### src/rtl/pwm_pkg.sv
// Shared definitions for the PWM generator / capture pair.
package pwm_pkg;

  // Default counter width used by both the generator and the capture block.
  localparam int unsigned PWM_WIDTH = 16;

  // Capture FSM: IDLE waits for the first rise, HIGH/LOW track the current phase.
  typedef enum logic [1:0] {
    ST_IDLE = 2'd0,
    ST_HIGH = 2'd1,
    ST_LOW  = 2'd2
  } pwm_state_e;

  // Number of bits needed to hold values 0..maxval (at least 1).
  function automatic int unsigned cnt_bits(input int unsigned maxval);
    return (maxval < 2) ? 1 : $clog2(maxval + 1);
  endfunction

endpackage

### src/rtl/sync_edge_detect.sv
// Multi-flop synchronizer followed by an edge register. The synchronized
// level and the rise/fall pulses are registered together so they line up.
module sync_edge_detect #(
  parameter int unsigned SYNC_STAGES = 2
) (
  input  logic clk,
  input  logic rst_n,
  input  logic d,
  output logic s,
  output logic rise,
  output logic fall
);

  logic [SYNC_STAGES-1:0] sync_q;
  logic                   sync_out;
  logic                   lvl_q;
  logic                   rise_q;
  logic                   fall_q;

  assign sync_out = sync_q[SYNC_STAGES-1];

  // Shift the asynchronous input through the synchronizer chain.
  always_ff @(posedge clk or negedge rst_n) begin
    if (!rst_n) begin
      sync_q <= '0;
    end else begin
      sync_q <= {sync_q[SYNC_STAGES-2:0], d};
    end
  end

  // Register the level and its edge pulses in the same stage so s, rise and fall stay aligned.
  always_ff @(posedge clk or negedge rst_n) begin
    if (!rst_n) begin
      lvl_q  <= 1'b0;
      rise_q <= 1'b0;
      fall_q <= 1'b0;
    end else begin
      lvl_q  <= sync_out;
      rise_q <= sync_out & ~lvl_q;
      fall_q <= ~sync_out & lvl_q;
    end
  end

  assign s    = lvl_q;
  assign rise = rise_q;
  assign fall = fall_q;

endmodule

### src/rtl/pwm_capture.sv
// PWM capture: measures period and high time of an external PWM line in clk
// cycles, saturating counters, and reports a static line via a timeout.
module pwm_capture
  import pwm_pkg::*;
#(
  parameter int unsigned WIDTH       = PWM_WIDTH,
  parameter int unsigned SYNC_STAGES = 2,
  parameter int unsigned TIMEOUT     = 1000
) (
  input  logic             clk,
  input  logic             rst_n,
  input  logic             pwm_in,
  output logic [WIDTH-1:0] period,
  output logic [WIDTH-1:0] duty_cycle,
  output logic             meas_valid,
  output logic             overflow,
  output logic             signal_lost,
  output logic             static_level
);

  // The idle counter is sized from TIMEOUT alone so a narrow WIDTH never limits it.
  localparam int unsigned        IDLE_W   = cnt_bits(TIMEOUT);
  localparam logic [WIDTH-1:0]   CNT_MAX  = '1;
  localparam logic [IDLE_W-1:0]  IDLE_LIM = IDLE_W'(TIMEOUT);

  logic s;
  logic rise;
  logic fall;

  sync_edge_detect #(
    .SYNC_STAGES(SYNC_STAGES)
  ) u_sync (
    .clk  (clk),
    .rst_n(rst_n),
    .d    (pwm_in),
    .s    (s),
    .rise (rise),
    .fall (fall)
  );

  pwm_state_e        state_q;
  logic [WIDTH-1:0]  per_q;
  logic [WIDTH-1:0]  hi_q;
  logic [IDLE_W-1:0] idle_q;
  logic              sat_q;

  logic [WIDTH-1:0]  period_q;
  logic [WIDTH-1:0]  duty_q;
  logic              valid_q;
  logic              ovf_q;
  logic              lost_q;
  logic              static_q;

  logic [WIDTH-1:0]  per_inc;
  logic [WIDTH-1:0]  hi_inc;
  logic [IDLE_W-1:0] idle_inc;
  logic              sat_inc;
  logic              timeout;

  // Saturating increments and the timeout condition.
  always_comb begin
    per_inc  = (per_q == CNT_MAX) ? CNT_MAX : per_q + 1'b1;
    hi_inc   = (hi_q  == CNT_MAX) ? CNT_MAX : hi_q  + 1'b1;
    // hi never exceeds per, so watching per alone catches any saturation.
    sat_inc  = sat_q | (per_inc == CNT_MAX);
    idle_inc = idle_q + 1'b1;
    timeout  = (idle_q == IDLE_LIM);
  end

  // Measurement FSM with its counters and registered result outputs.
  always_ff @(posedge clk or negedge rst_n) begin
    if (!rst_n) begin
      state_q  <= ST_IDLE;
      per_q    <= '0;
      hi_q     <= '0;
      idle_q   <= '0;
      sat_q    <= 1'b0;
      period_q <= '0;
      duty_q   <= '0;
      valid_q  <= 1'b0;
      ovf_q    <= 1'b0;
      lost_q   <= 1'b0;
      static_q <= 1'b0;
    end else begin
      valid_q <= 1'b0;
      case (state_q)
        ST_IDLE: begin
          if (rise) begin
            state_q <= ST_HIGH;
            per_q   <= {{(WIDTH-1){1'b0}}, 1'b1};
            hi_q    <= {{(WIDTH-1){1'b0}}, 1'b1};
            idle_q  <= '0;
            sat_q   <= 1'b0;
          end
        end
        ST_HIGH, ST_LOW: begin
          // Edge checks come before the timeout so a rise on the timeout cycle still reports.
          if (rise) begin
            period_q <= per_q;
            duty_q   <= hi_q;
            ovf_q    <= sat_q;
            valid_q  <= 1'b1;
            lost_q   <= 1'b0;
            state_q  <= ST_HIGH;
            per_q    <= {{(WIDTH-1){1'b0}}, 1'b1};
            hi_q     <= {{(WIDTH-1){1'b0}}, 1'b1};
            idle_q   <= '0;
            sat_q    <= 1'b0;
          end else if (fall) begin
            state_q <= ST_LOW;
            per_q   <= per_inc;
            sat_q   <= sat_inc;
            idle_q  <= '0;
          end else if (timeout) begin
            state_q  <= ST_IDLE;
            period_q <= '0;
            duty_q   <= '0;
            ovf_q    <= 1'b0;
            lost_q   <= 1'b1;
            static_q <= s;
            valid_q  <= 1'b1;
            per_q    <= '0;
            hi_q     <= '0;
            idle_q   <= '0;
            sat_q    <= 1'b0;
          end else begin
            per_q  <= per_inc;
            sat_q  <= sat_inc;
            idle_q <= idle_inc;
            if (state_q == ST_HIGH) begin
              hi_q <= hi_inc;
            end
          end
        end
        default: begin
          state_q <= ST_IDLE;
        end
      endcase
    end
  end

  assign period       = period_q;
  assign duty_cycle   = duty_q;
  assign meas_valid   = valid_q;
  assign overflow     = ovf_q;
  assign signal_lost  = lost_q;
  assign static_level = static_q;

endmodule

### config.mk
export PLATFORM = sky130hd
export DESIGN_NAME = pwm_capture
export DESIGN_NICKNAME = d
export VERILOG_FILES = /design/src/rtl/pwm_pkg.sv /design/src/rtl/sync_edge_detect.sv /design/src/rtl/pwm_capture.sv
export SDC_FILE = /design/constraint.sdc
export NUM_CORES = 1
export LEC_CHECK = 0
export ABC_AREA = 1
export CORE_MARGIN = 4
export CORE_UTILIZATION = 60
export CTS_BUF_LIST = sky130_fd_sc_hd__clkbuf_2 sky130_fd_sc_hd__clkbuf_4 sky130_fd_sc_hd__clkbuf_8
export DETAILED_ROUTE_END_ITERATION = 10
export HOLD_SLACK_MARGIN = 0.1
export PLACE_DENSITY = 0.87
export SETUP_SLACK_MARGIN = 0.5
export SLEW_MARGIN = 40
export SYNTH_ARGS = -nofsm -noshare
export SYNTH_HDL_FRONTEND = slang
export SYNTH_SLANG_ARGS = --single-unit
### constraint.sdc
create_clock -name clk -period 4.3 [get_ports clk]
set_input_delay 0.86 -clock clk [delete_from_list [all_inputs] [get_ports clk]]
set_output_delay 0.86 -clock clk [all_outputs]
set_load 0.01 [all_outputs]
=== Word level (Yosys, flattened, before mapping) ===
Cells that the tools add are included.

* Mux-type cells: 41
* Bitwise operators: 7
* Reduce and logical (&&, ||, !) cells: 9
* Eq/ne operators: 11
* Add/sub/neg operators: 3

{| class="wikitable"
|+ Operators with widths
! kind !! count
|-
| $mux 16 || 14
|-
| $pmux 16 s2 || 2
|-
| $eq 16x16->1 const B || 3
|-
| $mux 10 || 4
|-
| $add 16x1->16 const B || 2
|-
| $pmux 10 s2 || 1
|-
| $mux 1 || 14
|-
| $add 10x1->10 const B || 1
|-
| $eq 10x10->1 const B || 1
|-
| $mux 2 || 4
|-
| $reduce_and 4->1 || 2
|-
| $ne 2x1->1 const B || 2
|-
| $ne 4x2->1 const B || 1
|-
| $ne 4x3->1 const B || 1
|-
| $not 1->1 || 4
|-
| $pmux 2 s2 || 1
|-
| $reduce_and 2->1 || 2
|-
| $reduce_bool 2->1 || 2
|-
| $ne 3x2->1 const B || 1
|-
| $reduce_and 3->1 || 1
|-
| $and 1x1->1 || 2
|-
| $eq 2x1->1 const B || 1
|-
| $eq 2x2->1 const B || 1
|-
| $logic_not 2->1 || 1
|-
| 3 further kinds || 3
|}

* Word-level logic and storage cells: 86
* Output and inout port bits: 36
* Flip-flop bits (word level): 86

=== Depth between registers and ports, before layout ===
* Depth after elaboration: 8
* Depth in mapped cells: 12
* Gate-level depth less buffers: 12

=== Modules after synthesis ===
A second synthesis with hierarchy kept.

* Cell total of the unflattened synthesis: 567
* Area total of the unflattened synthesis: 4366.7 µm²

{| class="wikitable"
|+ Modules (own cells, without submodules)
! module !! area an instance (µm²) !! instances !! cells each
|-
| pwm_capture || 4226.6 || 1 || 558
|-
| sync_edge_detect || 140.1 || 1 || 9
|}

=== Worst setup path before layout ===
OpenSTA, ideal clock, no wires.

* Path type: reg2reg
* Start: register state_q[0]
* End: register period_q[10] (netlist: period[10])
* Slack: 2.675 ns
* Period minus slack after synthesis: 1.625 ns
* Setup time: 0.083 ns
* Arrival time: 1.543 ns
* Stages on the path, launching flop included: 8
* Required time: 4.217 ns
* Cells stage by stage: dfrtp_1 inv_1 ha_1 nand2_1 clkbuf_1 buf_1 nand3_1 o21ai_0

* Longest elaborated chain between the ends: 3
* Elaborated cells on any way between the ends: 4
* Classes of those cells: eq/ne (2); reduce/logical (2)

{| class="wikitable"
|+ RTL lines
! element !! line !! RTL
|-
| start, declared || pwm_capture.sv:41 || <nowiki>pwm_state_e state_q;</nowiki>
|-
| start signal, assigned || pwm_capture.sv:73 || <nowiki>state_q <= ST_IDLE;</nowiki>
|-
| start signal, assigned || pwm_capture.sv:89 || <nowiki>state_q <= ST_HIGH;</nowiki>
|-
| start signal, assigned || pwm_capture.sv:104 || <nowiki>state_q <= ST_HIGH;</nowiki>
|-
| $eq 2x1->1 or $eq 2x2->1 (tied branches) || pwm_capture.sv:86 || <nowiki>case (state_q)</nowiki>
|-
| $reduce_or 2->1 (*) || pwm_capture.sv:86 ||
|-
| $reduce_and 3->1 (no line) (*) || n/a ||
|-
| end signal, assigned || pwm_capture.sv:99 || <nowiki>period_q <= per_q;</nowiki>
|-
| end, declared || pwm_capture.sv:47 || <nowiki>logic [WIDTH-1:0] period_q;</nowiki>
|}

Mark *: on every way between the ends. The rest lies on a longest branch, timed or not.
A chain may end at the register's enable or synchronous reset.

=== Worst setup path after layout ===
* Start: register duty_q[14] (netlist: duty_cycle[14])
* End: output duty_cycle[14]

{| class="wikitable"
|+ RTL lines
! element !! line !! RTL
|-
| start, declared || pwm_capture.sv:48 || <nowiki>logic [WIDTH-1:0] duty_q;</nowiki>
|-
| start signal, assigned || pwm_capture.sv:100 || <nowiki>duty_q <= hi_q;</nowiki>
|-
| end, declared || pwm_capture.sv:14 || <nowiki>output logic [WIDTH-1:0] duty_cycle,</nowiki>
|}

No word-level cell between the ends.

==> flow_summary_export.csv <==
group,metric,value,unit
cells_and_area,areaGrowthSynthToFinish,14.2,%
sta,skew,13.3,ps
cells_and_area,fin_cells,668,
synthesis,yosysUniqueCellTypes,33,
worst_setup_path,cp-startpoint,"duty_cycle[14]",
pwr,cellLeakagePower,2.23,nW
status,status,"completed",
cts,clk_latency,360,ps
cells_and_area,antennaDiodeCount,0,
detailed_routing,wirelength,10000,um
detailed_routing,wl_per_cell,15.0,um
synthesis,async_flop_share,1.00,
synthesis,synth-edff-count,0,
cts,cts.sinks,86,
synthesis,yosys_warnings,0,
worst_setup_path,critPathBufInv,1,
worst_setup_path,arrival,1320,ps
floorplan,core-area,6910,sq um
synthesis,synth-seq-area-share,0.497,
grt,grt_pass1_wl,17400,um
detailed_routing,antenna_left,0,
worst_setup_path,rr_worst_depth,9,
worst_setup_path,path_cells,"clkdlybuf4s50_1",
placed_design,post-dp-hpwl,7080,um
detailed_routing,num_vias,3821,
cells_and_area,drive_gt1_frac,0.0804,
detailed_routing,firstDrtPassIters,7,
detailed_routing,drt_iter0_markers,359,
grt,grt_pass1_vias,3624,
synthesis,syn_area,4330,sq um
cts,holdBufCountCts,0,
cts,post_cts_resized,0,
grt,grtUsageTotal,0.251,
floorplan,fp.dieArea,8640,sq um
sta,worst_slew_pin_slew,754,ps
detailed_routing,post-route-drc-count,0,
pwr,vdd_ir_drop_max,0.306,mV
floorplan,rows,30,
worst_setup_path,rrSetupSlack,2160,ps
cells_and_area,fillers,534,
pwr,power_density,418,nW/um^2
sta,fin_setup_tns,0,ps
worst_setup_path,crit_end,"duty_cycle[14]",
sta,min_period,2180,ps
worst_setup_path,crit_family,"buffers and inverters",
grt,grt_start_max_net_pins,87,
synthesis,avgSynthCellArea,8.11,sq um
run,drv_cap,0,
grt,overflow,0,
placed_design,portBuffers,38,
sta,period_share,0.507,
sta,finalMaxSlewViolations,0,
grt,antenna_found_initial,0,
sta,timing.fmax,459,MHz
floorplan,initial_core_util,0.627,
worst_setup_path,endpoint_kind,"output pin",
placed_design,place.gp.congestion,0.885,
cts,htree_levels,3,
floorplan,io_pins,39,
sta,relSlewSlack,0.497,
cells_and_area,layout_common_cells,"89 x nand2_1, 86 x dfrtp_1, 73 x inv_1, 71 x o21ai_0, 64 x nand3_1",
floorplan,die_y,93.0,um
worst_setup_path,critPathLaunchType,"register",
worst_setup_path,r2r-start,"state_q[0]",
cts,numCtsBuffers,9,
synthesis,syn_inst,534,
worst_setup_path,cp_slowest_cell,"clkdlybuf4s50_1",
worst_setup_path,crit_fanout,2,
worst_setup_path,timing.rr.end,"hi_q[1]",
cts,cts_setup_buffers,0,
worst_setup_path,path_depth,1,
sta,rsz0062_at_grt,"false",
cells_and_area,design.final.nets,577,
min_path,hp-class,"register to register",
cells_and_area,final_core_util,0.716,
worst_setup_path,worst_path_largest_cell_delay,560,ps
sta,hold_violations,0,
placed_design,numPlacedInstances,652,
cells_and_area,layout_commonest_cell,"nand2_1",
cts,path_clk_slew,90,ps
synthesis,ys_seq_elements,86,
synthesis,syn_nets,544,
detailed_routing,via_per_inst,5.72,
synthesis,synthFlopType,"dfrtp_1",
cts,cts.path.max_buffers,2,
cts,cts_root_buf,"clkbuf_8",
worst_setup_path,cp.required,3440,ps
sta,finalSetupViolations,0,
worst_setup_path,criticalPathCategory,"register to output pin",
floorplan,die_x,93.0,um
cts,cts_tree,"done",
sta,whs,361,ps
[through the flow]
step	area, sq um	power (mW)	setup WS, ps
after global routing	4940	2.20	1970
after detailed placement	4770	1.56	2240
final	4940	2.07	2120
after CTS	4940	2.07	2100
after floorplan	4330	1.37	2670
after global placement	4760	1.53	2230
[routing by layer]
metal  global-route usage  routed length [um]  up-vias
met4               0.0684                 136        0
met1                0.339                4260     1811
met3               0.0609                 710       21
met5                    0                   0        -
met2                0.406                4930      165
li1                     -                   -     1824
[cell usage after synthesis (all sizes together), types with 7 or more instances]
cell	count	area [sq um]
nand4	12	81.3
o21ai	76	380
o22ai	13	81.3
buf	10	52.6
nor2	44	185
xor2	8	70.1
ha	7	87.6
nor3	12	85.1
nand2	95	369
dfrtp	86	2150
clkbuf	7	26.3
inv	76	285
nand3	66	340
a21oi	11	58.8
[logic make-up after synthesis]
kind of cell | count (synthesis) | share of synthesized area
AND/OR/NAND/NOR | 235 | 0.254
AO/OA/AOI/OAI | 104 | 0.127
flip-flops | 86 | 0.497
XOR/XNOR | 8 | 0.0162
buffers and inverters | 94 | 0.0852
adder cells (fa/ha/maj) | 7 | 0.0202
[registers in the layout, indices dropped and copies added, names as in the netlist, 2 cells and up]
signal	flops
state_q	2
per_q	16
hi_q	16
period	16
duty_cycle	16
u_sync.sync_q	2
idle_q	10
[final cells by class]
type	instances	area (sq um)	share of cell area
clock buffer	11	139	0.0281
clock inverter	5	36.3	0.00734
inverter	77	290	0.0587
multi-input combinational	354	1820	0.368
sequential	86	2150	0.435
tap	96	120	0.0243
timing repair buffer	39	389	0.0787
[where the power goes]
part	leakage [nW]	internal, mW	switching, mW
Combinational	0.969	0.183	0.453
Clock	0.0824	0.223	0.286
Sequential	1.18	0.874	0.0476
Total	2.23	1.28	0.787
[worst min-delay path by stage]
stage          slack, ps          endpoint        startpoint  cells after the start
3_5_place_dp         350  u_sync.sync_q[1]  u_sync.sync_q[0]                      0
5_1_grt              370  u_sync.sync_q[1]  u_sync.sync_q[0]                      0
6_report             360  u_sync.sync_q[1]  u_sync.sync_q[0]                      0
3_3_place_gp         340  u_sync.sync_q[1]  u_sync.sync_q[0]                      0
4_1_cts              360  u_sync.sync_q[1]  u_sync.sync_q[0]                      0
2_1_floorplan        330  u_sync.sync_q[1]  u_sync.sync_q[0]                      0
No activity file was read; power rests on OpenSTA's default activity.
